File: src/rtl/cla_pkg.sv
// -----------------------------------------------------------------------------
// cla_pkg
// Shared types and helpers for the pipelined carry-lookahead adder/subtractor.
//   cla_op_e       : operation encoding carried on in_op
//   CLA_GROUP_DEF  : default lookahead group width
//   cla_is_sub()   : operation inverts operand B
//   cla_uses_cin() : operation takes its carry-in from in_cin
// -----------------------------------------------------------------------------
package cla_pkg;

    typedef enum logic [1:0] {
        CLA_ADD = 2'b00,
        CLA_SUB = 2'b01,
        CLA_ADC = 2'b10,
        CLA_SBB = 2'b11
    } cla_op_e;

    localparam int CLA_GROUP_DEF = 4;

    function automatic logic cla_is_sub(input cla_op_e op);
        return (op == CLA_SUB) || (op == CLA_SBB);
    endfunction

    function automatic logic cla_uses_cin(input cla_op_e op);
        return (op == CLA_ADC) || (op == CLA_SBB);
    endfunction

endpackage

File: src/rtl/cla_group.sv
// -----------------------------------------------------------------------------
// cla_group
// GROUP-bit carry-lookahead cell. Internal carries are fully expanded
// (no ripple), and the group propagate/generate pair is exported so the
// caller can build a second lookahead level across groups.
// Ports:
//   a, b  in  [GROUP-1:0]  operand bits (b already inverted for subtraction)
//   cin   in  1            carry into bit 0 of the group
//   sum   out [GROUP-1:0]  group sum bits
//   p     out 1            group propagate (all bits propagate)
//   g     out 1            group generate (carry leaves the group regardless of cin)
// -----------------------------------------------------------------------------
module cla_group
    import cla_pkg::*;
#(
    parameter int GROUP = CLA_GROUP_DEF
) (
    input  logic [GROUP-1:0] a,
    input  logic [GROUP-1:0] b,
    input  logic             cin,
    output logic [GROUP-1:0] sum,
    output logic             p,
    output logic             g
);

    logic [GROUP-1:0] bit_p;
    logic [GROUP-1:0] bit_g;
    logic [GROUP-1:0] carry;

    assign bit_p = a ^ b;
    assign bit_g = a & b;
    assign p     = &bit_p;

    // carry[i] = cin.P[0..i-1] + sum_j G[j].P[j+1..i-1]; group G is the
    // same expansion taken at i = GROUP without the cin term.
    always_comb begin
        logic acc;
        logic term;
        acc   = 1'b0;
        term  = 1'b0;
        carry = '0;
        g     = 1'b0;
        for (int i = 0; i <= GROUP; i++) begin
            acc = (i < GROUP) ? cin : 1'b0;
            for (int j = 0; j < i; j++) begin
                acc = acc & bit_p[j];
            end
            for (int j = 0; j < i; j++) begin
                term = bit_g[j];
                for (int k = j + 1; k < i; k++) begin
                    term = term & bit_p[k];
                end
                acc = acc | term;
            end
            if (i < GROUP) begin
                carry[i] = acc;
            end else begin
                g = acc;
            end
        end
    end

    assign sum = bit_p ^ carry;

endmodule

File: src/rtl/cla_adder_pipe.sv
// -----------------------------------------------------------------------------
// cla_adder_pipe
// Pipelined carry-lookahead adder/subtractor with valid/ready on both sides.
// The WIDTH-bit operands are cut into N = WIDTH/GROUP lookahead groups; stage k
// resolves the contiguous segment of N/STAGES groups starting at k*N/STAGES and
// registers the partial sum, the operand bits not yet consumed and the carry
// into the next segment. Latency is STAGES cycles, throughput one beat/cycle.
//
// Optional feature: define CLA_SATURATE_EN to add the in_sat port; a beat with
// in_sat=1 that overflows is clamped to signed max/min instead of wrapping.
//
// Ports:
//   clk, rst_n            clock, asynchronous active-low reset
//   in_valid / in_ready   upstream handshake
//   in_a, in_b  [WIDTH]   operands
//   in_op       [2]       cla_op_e: ADD, SUB, ADC, SBB
//   in_cin                carry/borrow-in (ADC/SBB only)
//   in_sat                saturate this beat (CLA_SATURATE_EN only)
//   out_valid / out_ready downstream handshake
//   out_sum     [WIDTH]   result
//   out_cout              carry out of the MSB (1 = no borrow for SUB/SBB)
//   out_ovf               signed overflow
//   out_zero              out_sum == 0
// -----------------------------------------------------------------------------
module cla_adder_pipe
    import cla_pkg::*;
#(
    parameter int WIDTH  = 32,
    parameter int GROUP  = CLA_GROUP_DEF,
    parameter int STAGES = 2
) (
    input  logic             clk,
    input  logic             rst_n,
    input  logic             in_valid,
    output logic             in_ready,
    input  logic [WIDTH-1:0] in_a,
    input  logic [WIDTH-1:0] in_b,
    input  logic [1:0]       in_op,
    input  logic             in_cin,
`ifdef CLA_SATURATE_EN
    input  logic             in_sat,
`endif
    output logic             out_valid,
    input  logic             out_ready,
    output logic [WIDTH-1:0] out_sum,
    output logic             out_cout,
    output logic             out_ovf,
    output logic             out_zero
);

    localparam int N   = WIDTH / GROUP;
    localparam int GPS = N / STAGES;      // groups per stage
    localparam int SEG = GPS * GROUP;     // bits per stage

    genvar gi;
    genvar gj;

    logic [STAGES-1:0] v_reg;             // stage k holds a beat
    logic [STAGES-1:0] v_in;              // valid presented to stage k
    logic [STAGES-1:0] adv;               // stage k loads this cycle

    logic [WIDTH-1:0]  res_sum_reg;
    logic              res_cout_reg;
    logic              res_ovf_reg;

    // A stage may load when it or any stage downstream of it is empty, or the
    // consumer is taking the result: this is the unrolled form of
    // "empty or next stage advances", with no combinational chain.
    generate
        for (gi = 0; gi < STAGES; gi++) begin : g_ctl
            assign adv[gi] = out_ready | ~(&v_reg[STAGES-1:gi]);
            if (gi == 0) begin : g_vin
                assign v_in[gi] = in_valid;
            end else begin : g_vin
                assign v_in[gi] = v_reg[gi-1];
            end
        end
    endgenerate

    always_ff @(posedge clk or negedge rst_n) begin
        if (!rst_n) begin
            v_reg <= '0;
        end else begin
            for (int s = 0; s < STAGES; s++) begin
                if (adv[s]) begin
                    v_reg[s] <= v_in[s];
                end
            end
        end
    end

    generate
        for (gi = 0; gi < STAGES; gi++) begin : g_stage
            localparam int LO = gi * SEG;       // first bit handled here
            localparam int HI = LO + SEG;       // first bit left for later

            logic [WIDTH-LO-1:0] a_src;         // operand bits [LO, WIDTH)
            logic [WIDTH-LO-1:0] b_src;
            logic                c_src;         // carry into bit LO
            logic [HI-1:0]       sum_comb;      // sum bits [0, HI)
            logic [SEG-1:0]      seg_sum;
            logic [GPS-1:0]      gp;
            logic [GPS-1:0]      gg;
            logic [GPS:0]        gc;            // carries into each group
            logic                ld;
`ifdef CLA_SATURATE_EN
            logic                sat_src;
`endif

            // Only load on a real beat so idle operands never disturb state.
            assign ld = adv[gi] & v_in[gi];

            if (gi == 0) begin : g_src
                assign a_src    = in_a;
                assign b_src    = cla_is_sub(cla_op_e'(in_op)) ? ~in_b : in_b;
                assign c_src    = cla_uses_cin(cla_op_e'(in_op)) ? in_cin
                                                                 : cla_is_sub(cla_op_e'(in_op));
                assign sum_comb = seg_sum;
`ifdef CLA_SATURATE_EN
                assign sat_src  = in_sat;
`endif
            end else begin : g_src
                assign a_src    = g_stage[gi-1].g_mid.a_reg;
                assign b_src    = g_stage[gi-1].g_mid.b_reg;
                assign c_src    = g_stage[gi-1].g_mid.c_reg;
                assign sum_comb = {seg_sum, g_stage[gi-1].g_mid.sum_reg};
`ifdef CLA_SATURATE_EN
                assign sat_src  = g_stage[gi-1].g_mid.sat_reg;
`endif
            end

            for (gj = 0; gj < GPS; gj++) begin : g_grp
                cla_group #(
                    .GROUP (GROUP)
                ) u_grp (
                    .a   (a_src[gj*GROUP +: GROUP]),
                    .b   (b_src[gj*GROUP +: GROUP]),
                    .cin (gc[gj]),
                    .sum (seg_sum[gj*GROUP +: GROUP]),
                    .p   (gp[gj]),
                    .g   (gg[gj])
                );
            end

            // Second-level lookahead across the groups of this segment.
            always_comb begin
                logic acc;
                logic term;
                acc  = 1'b0;
                term = 1'b0;
                gc   = '0;
                for (int j = 0; j <= GPS; j++) begin
                    acc = c_src;
                    for (int i = 0; i < j; i++) begin
                        acc = acc & gp[i];
                    end
                    for (int i = 0; i < j; i++) begin
                        term = gg[i];
                        for (int k = i + 1; k < j; k++) begin
                            term = term & gp[k];
                        end
                        acc = acc | term;
                    end
                    gc[j] = acc;
                end
            end

            if (gi < STAGES - 1) begin : g_mid
                logic [WIDTH-HI-1:0] a_reg;
                logic [WIDTH-HI-1:0] b_reg;
                logic [HI-1:0]       sum_reg;
                logic                c_reg;
`ifdef CLA_SATURATE_EN
                logic                sat_reg;
`endif
                always_ff @(posedge clk or negedge rst_n) begin
                    if (!rst_n) begin
                        a_reg   <= '0;
                        b_reg   <= '0;
                        sum_reg <= '0;
                        c_reg   <= 1'b0;
`ifdef CLA_SATURATE_EN
                        sat_reg <= 1'b0;
`endif
                    end else if (ld) begin
                        a_reg   <= a_src[WIDTH-LO-1:SEG];
                        b_reg   <= b_src[WIDTH-LO-1:SEG];
                        sum_reg <= sum_comb;
                        c_reg   <= gc[GPS];
`ifdef CLA_SATURATE_EN
                        sat_reg <= sat_src;
`endif
                    end
                end
            end else begin : g_last
                logic             a_msb;
                logic             b_msb;
                logic             ovf;
                logic [WIDTH-1:0] sum_fin;

                // b_msb is the post-inversion operand, so one rule covers
                // both addition and subtraction.
                assign a_msb = a_src[WIDTH-LO-1];
                assign b_msb = b_src[WIDTH-LO-1];
                assign ovf   = (a_msb == b_msb) && (sum_comb[WIDTH-1] != a_msb);

`ifdef CLA_SATURATE_EN
                // Both operands non-negative means the true result ran past
                // signed max; both negative means it ran past signed min.
                assign sum_fin = (sat_src && ovf)
                               ? (a_msb ? {1'b1, {(WIDTH-1){1'b0}}}
                                        : {1'b0, {(WIDTH-1){1'b1}}})
                               : sum_comb;
`else
                assign sum_fin = sum_comb;
`endif

                always_ff @(posedge clk or negedge rst_n) begin
                    if (!rst_n) begin
                        res_sum_reg  <= '0;
                        res_cout_reg <= 1'b0;
                        res_ovf_reg  <= 1'b0;
                    end else if (ld) begin
                        res_sum_reg  <= sum_fin;
                        res_cout_reg <= gc[GPS];
                        res_ovf_reg  <= ovf;
                    end
                end
            end
        end
    endgenerate

    assign in_ready  = adv[0];
    assign out_valid = v_reg[STAGES-1];
    assign out_sum   = res_sum_reg;
    assign out_cout  = res_cout_reg;
    assign out_ovf   = res_ovf_reg;
    assign out_zero  = (res_sum_reg == '0);

endmodule
File: config.mk
export PLATFORM = sky130hd
export DESIGN_NAME = cla_adder_pipe
export DESIGN_NICKNAME = d
export VERILOG_FILES = /design/src/rtl/cla_pkg.sv /design/src/rtl/cla_group.sv /design/src/rtl/cla_adder_pipe.sv
export SDC_FILE = /design/constraint.sdc
export NUM_CORES = 1
export LEC_CHECK = 0
export CORE_MARGIN = 3
export CORE_UTILIZATION = 28
export DETAILED_ROUTE_END_ITERATION = 10
export PLACE_DENSITY = 0.51
export SETUP_SLACK_MARGIN = 0.5
export SYNTH_ARGS = -nofsm -noshare
export SYNTH_HDL_FRONTEND = slang
export SYNTH_HIERARCHICAL = 1
export SYNTH_SLANG_ARGS = --single-unit
File: constraint.sdc
create_clock -name clk -period 5 [get_ports clk]
set_clock_uncertainty 0.05 [all_clocks]
set_input_delay 1 -clock clk [delete_from_list [all_inputs] [get_ports clk]]
set_output_delay 1 -clock clk [all_outputs]
set_load 0.005 [all_outputs]
== Yosys cells after proc, flatten, opt, wreduce, memory -nomap -nowiden ==
Index checks and enable logic that the tools add are counted.
Storage, ports and cells
  bits in registers: 85
  latch bits: 0
  RAM bits: 0
  ROM bits: 0
  input bits: 71
  output and inout bits: 37
  memories: 0
Operators by class
  add/subtract/negate cells: 0
  multipliers: 0
  divide/modulo/power cells: 0
  magnitude comparators: 0
  equality and inequality tests: 5
  shift operators: 0
  mux-type cells: 2
  bitwise gates (word level): 215
  reductions and logical operators: 13
Operators by type and width (count)
  AND 1 bit: 94
  bitwise OR 1 bit: 94
  bitwise XOR 4 bit: 16
  AND 4 bit: 8
  logical NOT 32 bit: 1
  2-to-1 mux 32 bit: 1
  NOT 32 bit: 1
  AND reduction 4 bit: 8
  equality test 2 bit, second input constant: 2
  equality test 2 x 1 -> 1 bit, second input constant: 1
  logical OR 1 bit: 2
  NOT 1 bit: 2
  AND reduction 2 bit: 1
  equality test 1 bit: 1
  logical AND 1 bit: 1
  2-to-1 mux 1 bit: 1
  != test 1 bit: 1

== Depth between registers and ports, before layout ==
  word-level depth: 22
  mapped depth: 14
  mapped depth without buffers: 12

== Hierarchy ==
The synthesis kept the hierarchy.
Modules (own cells, without submodules)
  cla_adder_pipe: times used 1, cells an instance 269, area each 3621.0 sq um, sequential area each 2127.0 sq um
  cla_group (g_stage[0].g_grp[0].u_grp ...): times used 7, cells an instance 24, area each 177.7 sq um, sequential area each 0.0 sq um
  cla_group (g_stage[1].g_grp[3].u_grp): times used 1, cells an instance 23, area each 180.2 sq um, sequential area each 0.0 sq um

== Worst setup path after synthesis ==
Ideal clock, no wire load.
  path kind: input -> register
  start: input port in_op[0]
  end: register g_stage[0].g_mid.sum_reg[15]
  setup time: 0.128 ns
  arrival time: 3.310 ns
  path slack: 1.512 ns
  stages: 14
  path through: buf_6 buf_2 xor2_1 ha_1 a21oi_1 o21ai_0 nand3_1 nand2_1 or3_1 ha_1 o211ai_1 nand2_1 xor2_1 mux2_1
Between the ends
  cells in the longest elaborated chain, start to end: 22
  elaborated cells between the ends (all ways): 64
Ends and longest elaborated chain
  from (decl): line cla_adder_pipe.sv:38  | input logic [1:0] in_op,
  equality test 2 x 1 -> 1 bit / equality test 2 bit (equally long branches): line cla_pkg.sv:21  | return (op == CLA_SUB) || (op == CLA_SBB);
  logical OR 1 bit *: line cla_pkg.sv:21
  2-to-1 mux 32 bit *: line cla_adder_pipe.sv:115  | assign b_src = cla_is_sub(cla_op_e'(in_op)) ? ~in_b : in_b;
  named net g_stage[0].b_src[1]: line cla_adder_pipe.sv:98  | logic [WIDTH-LO-1:0] b_src;
  bitwise XOR 4 bit: line cla_group.sv:30  | assign bit_p = a ^ b;
  AND 1 bit (3 in series): line cla_group.sv:51  | term = term & bit_p[k];
  bitwise OR 1 bit * (3 in series): line cla_group.sv:53  | acc = acc | term;
  named net g_stage[0].gg[0]: line cla_adder_pipe.sv:103  | logic [GPS-1:0] gg;
  AND 1 bit * (2 in series): line cla_adder_pipe.sv:160  | term = term & gp[k];
  bitwise OR 1 bit * (3 in series): line cla_adder_pipe.sv:162  | acc = acc | term;
  named net g_stage[0].gc[3]: line cla_adder_pipe.sv:104  | logic [GPS:0] gc;
  AND 1 bit * (3 in series): line cla_group.sv:46  | acc = acc & bit_p[j];
  bitwise OR 1 bit * (3 in series): line cla_group.sv:53
  bitwise XOR 4 bit *: line cla_group.sv:63  | assign sum = bit_p ^ carry;
  named net g_stage[0].seg_sum[15]: line cla_adder_pipe.sv:101  | logic [SEG-1:0] seg_sum;
  to (signal assigned): line cla_adder_pipe.sv:188  | sum_reg <= sum_comb;
  to (decl): line cla_adder_pipe.sv:171  | logic [HI-1:0] sum_reg;
The timed path passes the listed nets; every way through them passes the cells marked *.
A chain may end at the register's enable or synchronous reset.

== Worst setup path in the final report ==
Same ends and word-level chain as after synthesis.

==> results.yml <==
worst_setup_path:
  r2r_slack_ns: 2.24
  critPathMaxFanout: 33
  crit_type: "in2reg"
  r2r-end: "out_ovf"
  reg2reg_from: "g_stage[0].g_mid.a_reg[1]"
  reg2reg_depth: 12
  cp.arrival_ns: 4.00
  worst_setup_path_end_kind: "flop"
  crit_required_ns: 5.18
  critPathCapture: "g_stage[0].g_mid.sum_reg[15]"
  critPathLaunch: "in_op[0]"
  worstSetupStartpointType: "input port"
logic_synthesis:
  syn_avg_cell_area_um2: 11.0
  ys_top_cells_by_area: "dfrtp_1 42%, mux2_1 14%, ha_1 9.9%, xnor2_1 5.6%, xor2_1 4.2%"
  syn_nets: 579
  ys_types: 31
  synth_common_cells: "85 x dfrtp_1, 64 x mux2_1, 46 x nand2_1, 40 x ha_1"
  synth.most_common_cell: "dfrtp_1"
  netlist_area_um2: 5040
  synth_cells: 460
  synth-main-ff-cell: "dfrtp_1"
  ys_ff_latch: 85
  yosysSeqAreaShare_pct: 42.2
  async_flop_share_pct: 100
  synth-edff-count: 0
  ys_warn_count: 6
  synth.top_cell.area_share_pct: 42.2
  synth_top_area_cell: "dfrtp_1"
die:
  initial_core_util_pct: 28.9
  num_rows: 48
  die_w_um: 140
  io_pins: 108
  core_um2: 17500
  dieArea_um2: 19700
  die_y_um: 140
global_route:
  grt_antenna_before_repair: 1
  grt_start_max_net_pins: 86
  gr-usage-all-layers_pct: 11.9
  grt_pass1_wl_um: 18600
  grt_pass1_vias: 3730
  grt_remaining_overflow: 0
sta:
  rsz0062_at_grt: "false"
  hold_violations: 0
  fin_crit_sh_pct: 76.5
  worstMarginPinSlew_ns: 1.10
  setup_viol: 0
  hold_slack_ns: 0.434
  period_needed_ns: 3.82
  tns_ns: 0
  slew-limit-headroom_pct: 26.8
  maxSlewViolCount: 0
  fmax_ghz: 0.261
place:
  dp_hpwl_um: 8570
  io_buffers: 107
  dpl_cell_area_um2: 6310
  gp_congestion: 0.776
route:
  wl_um: 11200
  viasPerCell: 4.52
  first_pass_iters: 4
  vias: 3599
  ant_nets: 0
  wl_per_cell_um: 14.1
  drtIter0Drc: 129
  drcViolationCount: 0
power_and_ir_drop:
  power_uw: 2810
  irDropWorstVdd_mv: 0.186
  power_leakage_uw: 0.00287
  powerDensity_nw_per_um2: 425
cells_and_area:
  areaGrowthSynthToFinish_pct: 31.1
  num-nets-final: 686
  drive_above_1_share_pct: 4.37
  multi_input_area_um2: 2700
  antenna_cells: 0
  largest_reg_flops: 32
  fillers: 1711
  seq_area_um2: 2130
  design_area_um2: 6620
clock_network:
  root_buffer: "clkbuf_16"
  clk_pin_slew_worst_paths_ns: 0.06
  postCtsSetupRepairBufs: 0
  insertion_delay_ns: 0.34
  htree_num_levels: 3
  cts_tree: "yes"
  cts_resized: 0
  cts_buffers: 9
  clockBufferDepth: 2
  cts.sinks: 85
  cts_hold_buf: 0
flow_run:
  maxCapViolations: 0
min_path:
  hold_class: "reg2reg"
status:
  status: "complete, no violations"
## layout by cell type, fill, tap and decap left out
master / instances
nand2_2: 1
nand3b_1: 1
clkinvlp_4: 3
nand4_1: 2
and4_2: 1
nand2b_1: 3
a311o_1: 1
clkinv_2: 2
buf_2: 1
clkbuf_8: 1
xor2_1: 24
mux2_1: 64
o21ai_1: 18
clkdlybuf4s50_1: 105
clkbuf_16: 9
a21oi_1: 28
nor2_1: 19
dfrtp_1: 85
mux2_4: 1
o21ai_0: 8
ha_1: 40
nor4_1: 8
bufinv_16: 1
or3_1: 1
nand3_1: 1
and2_1: 1
o21a_1: 8
a21o_1: 4
buf_4: 4
inv_1: 32
xnor2_1: 32
o31ai_1: 1
o211ai_1: 8
and4_4: 1
fa_1: 8
nand2_1: 45
## metrics by stage
step | std cells | setup slack, ns | util (%)
after floorplan | 460 | 1.51 | -
after global placement | 781 | 0.841 | 36.1
after detailed placement | 781 | 0.761 | 36.1
after CTS | 797 | 1.12 | 37.9
after global routing | 797 | 0.916 | 37.9
final | 797 | 1.18 | 37.9
## worst min-delay path by stage
stage | end | startpoint | cells after the start
final | out_sum[4] | g_stage[0].g_mid.sum_reg[4] | 1
after global routing | g_stage[0].g_mid.sum_reg[5] | g_stage[0].g_mid.sum_reg[5] | 1
after CTS | out_sum[12] | g_stage[0].g_mid.sum_reg[12] | 1
after detailed placement | out_sum[12] | g_stage[0].g_mid.sum_reg[12] | 1
after global placement | out_sum[4] | g_stage[0].g_mid.sum_reg[4] | 1
after floorplan | out_sum[11] | g_stage[0].g_mid.sum_reg[11] | 1
## per-layer routing
layer	up-vias	wire length [µm]	track usage, %
li1	1783	-	-
met1	1700	5300	15.7
met2	100	4790	18.1
met3	14	935	4.13
met4	2	184	4.28
met5	-	13	0
## report_power, final
group | switching, µW | total [µW] | internal (µW) | leakage (µW)
Clock | 272 | 670 | 398 | 0.000140
Sequential | 186 | 1110 | 924 | 0.00100
Combinational | 424 | 1030 | 606 | 0.00172
## worst max-delay path: stages
cell and delay, ns:
buf_2 0.77, xor2_1 0.16, ha_1 0.40, a21oi_1 0.14, o21ai_0 0.13, nand3_1 0.10, nand2_1 0.08, or3_1 0.34
ha_1 0.22, o211ai_1 0.15, nand2_1 0.08, xor2_1 0.14, mux2_1 0.27
## layout make-up
class / count / share of cell area (%)
Clock buffer: 10 / 3.61
Timing Repair Buffer: 110 / 16.4
Sequential cell: 85 / 32.2
Clock inverter: 6 / 0.946
Tap cell: 225 / 4.26
Multi-Input combinational cell: 329 / 40.8
Inverter: 32 / 1.82
## logic make-up (layout without fill, tap and decap cells)
logic type               after synthesis  in the layout  synth area share (%)
AO/OA/AOI/OAI                         76             76                  8.68
AND/OR/NAND/NOR                       84             84                  7.37
buffers and inverters                 46            158                  4.39
multiplexers                          65             65                  14.6
adder cells (fa/ha/maj)               48             48                  13.1
flip-flops                            85             85                  42.2
XOR/XNOR                              56             56                  9.72
No activity file was read; power rests on OpenSTA's default activity.
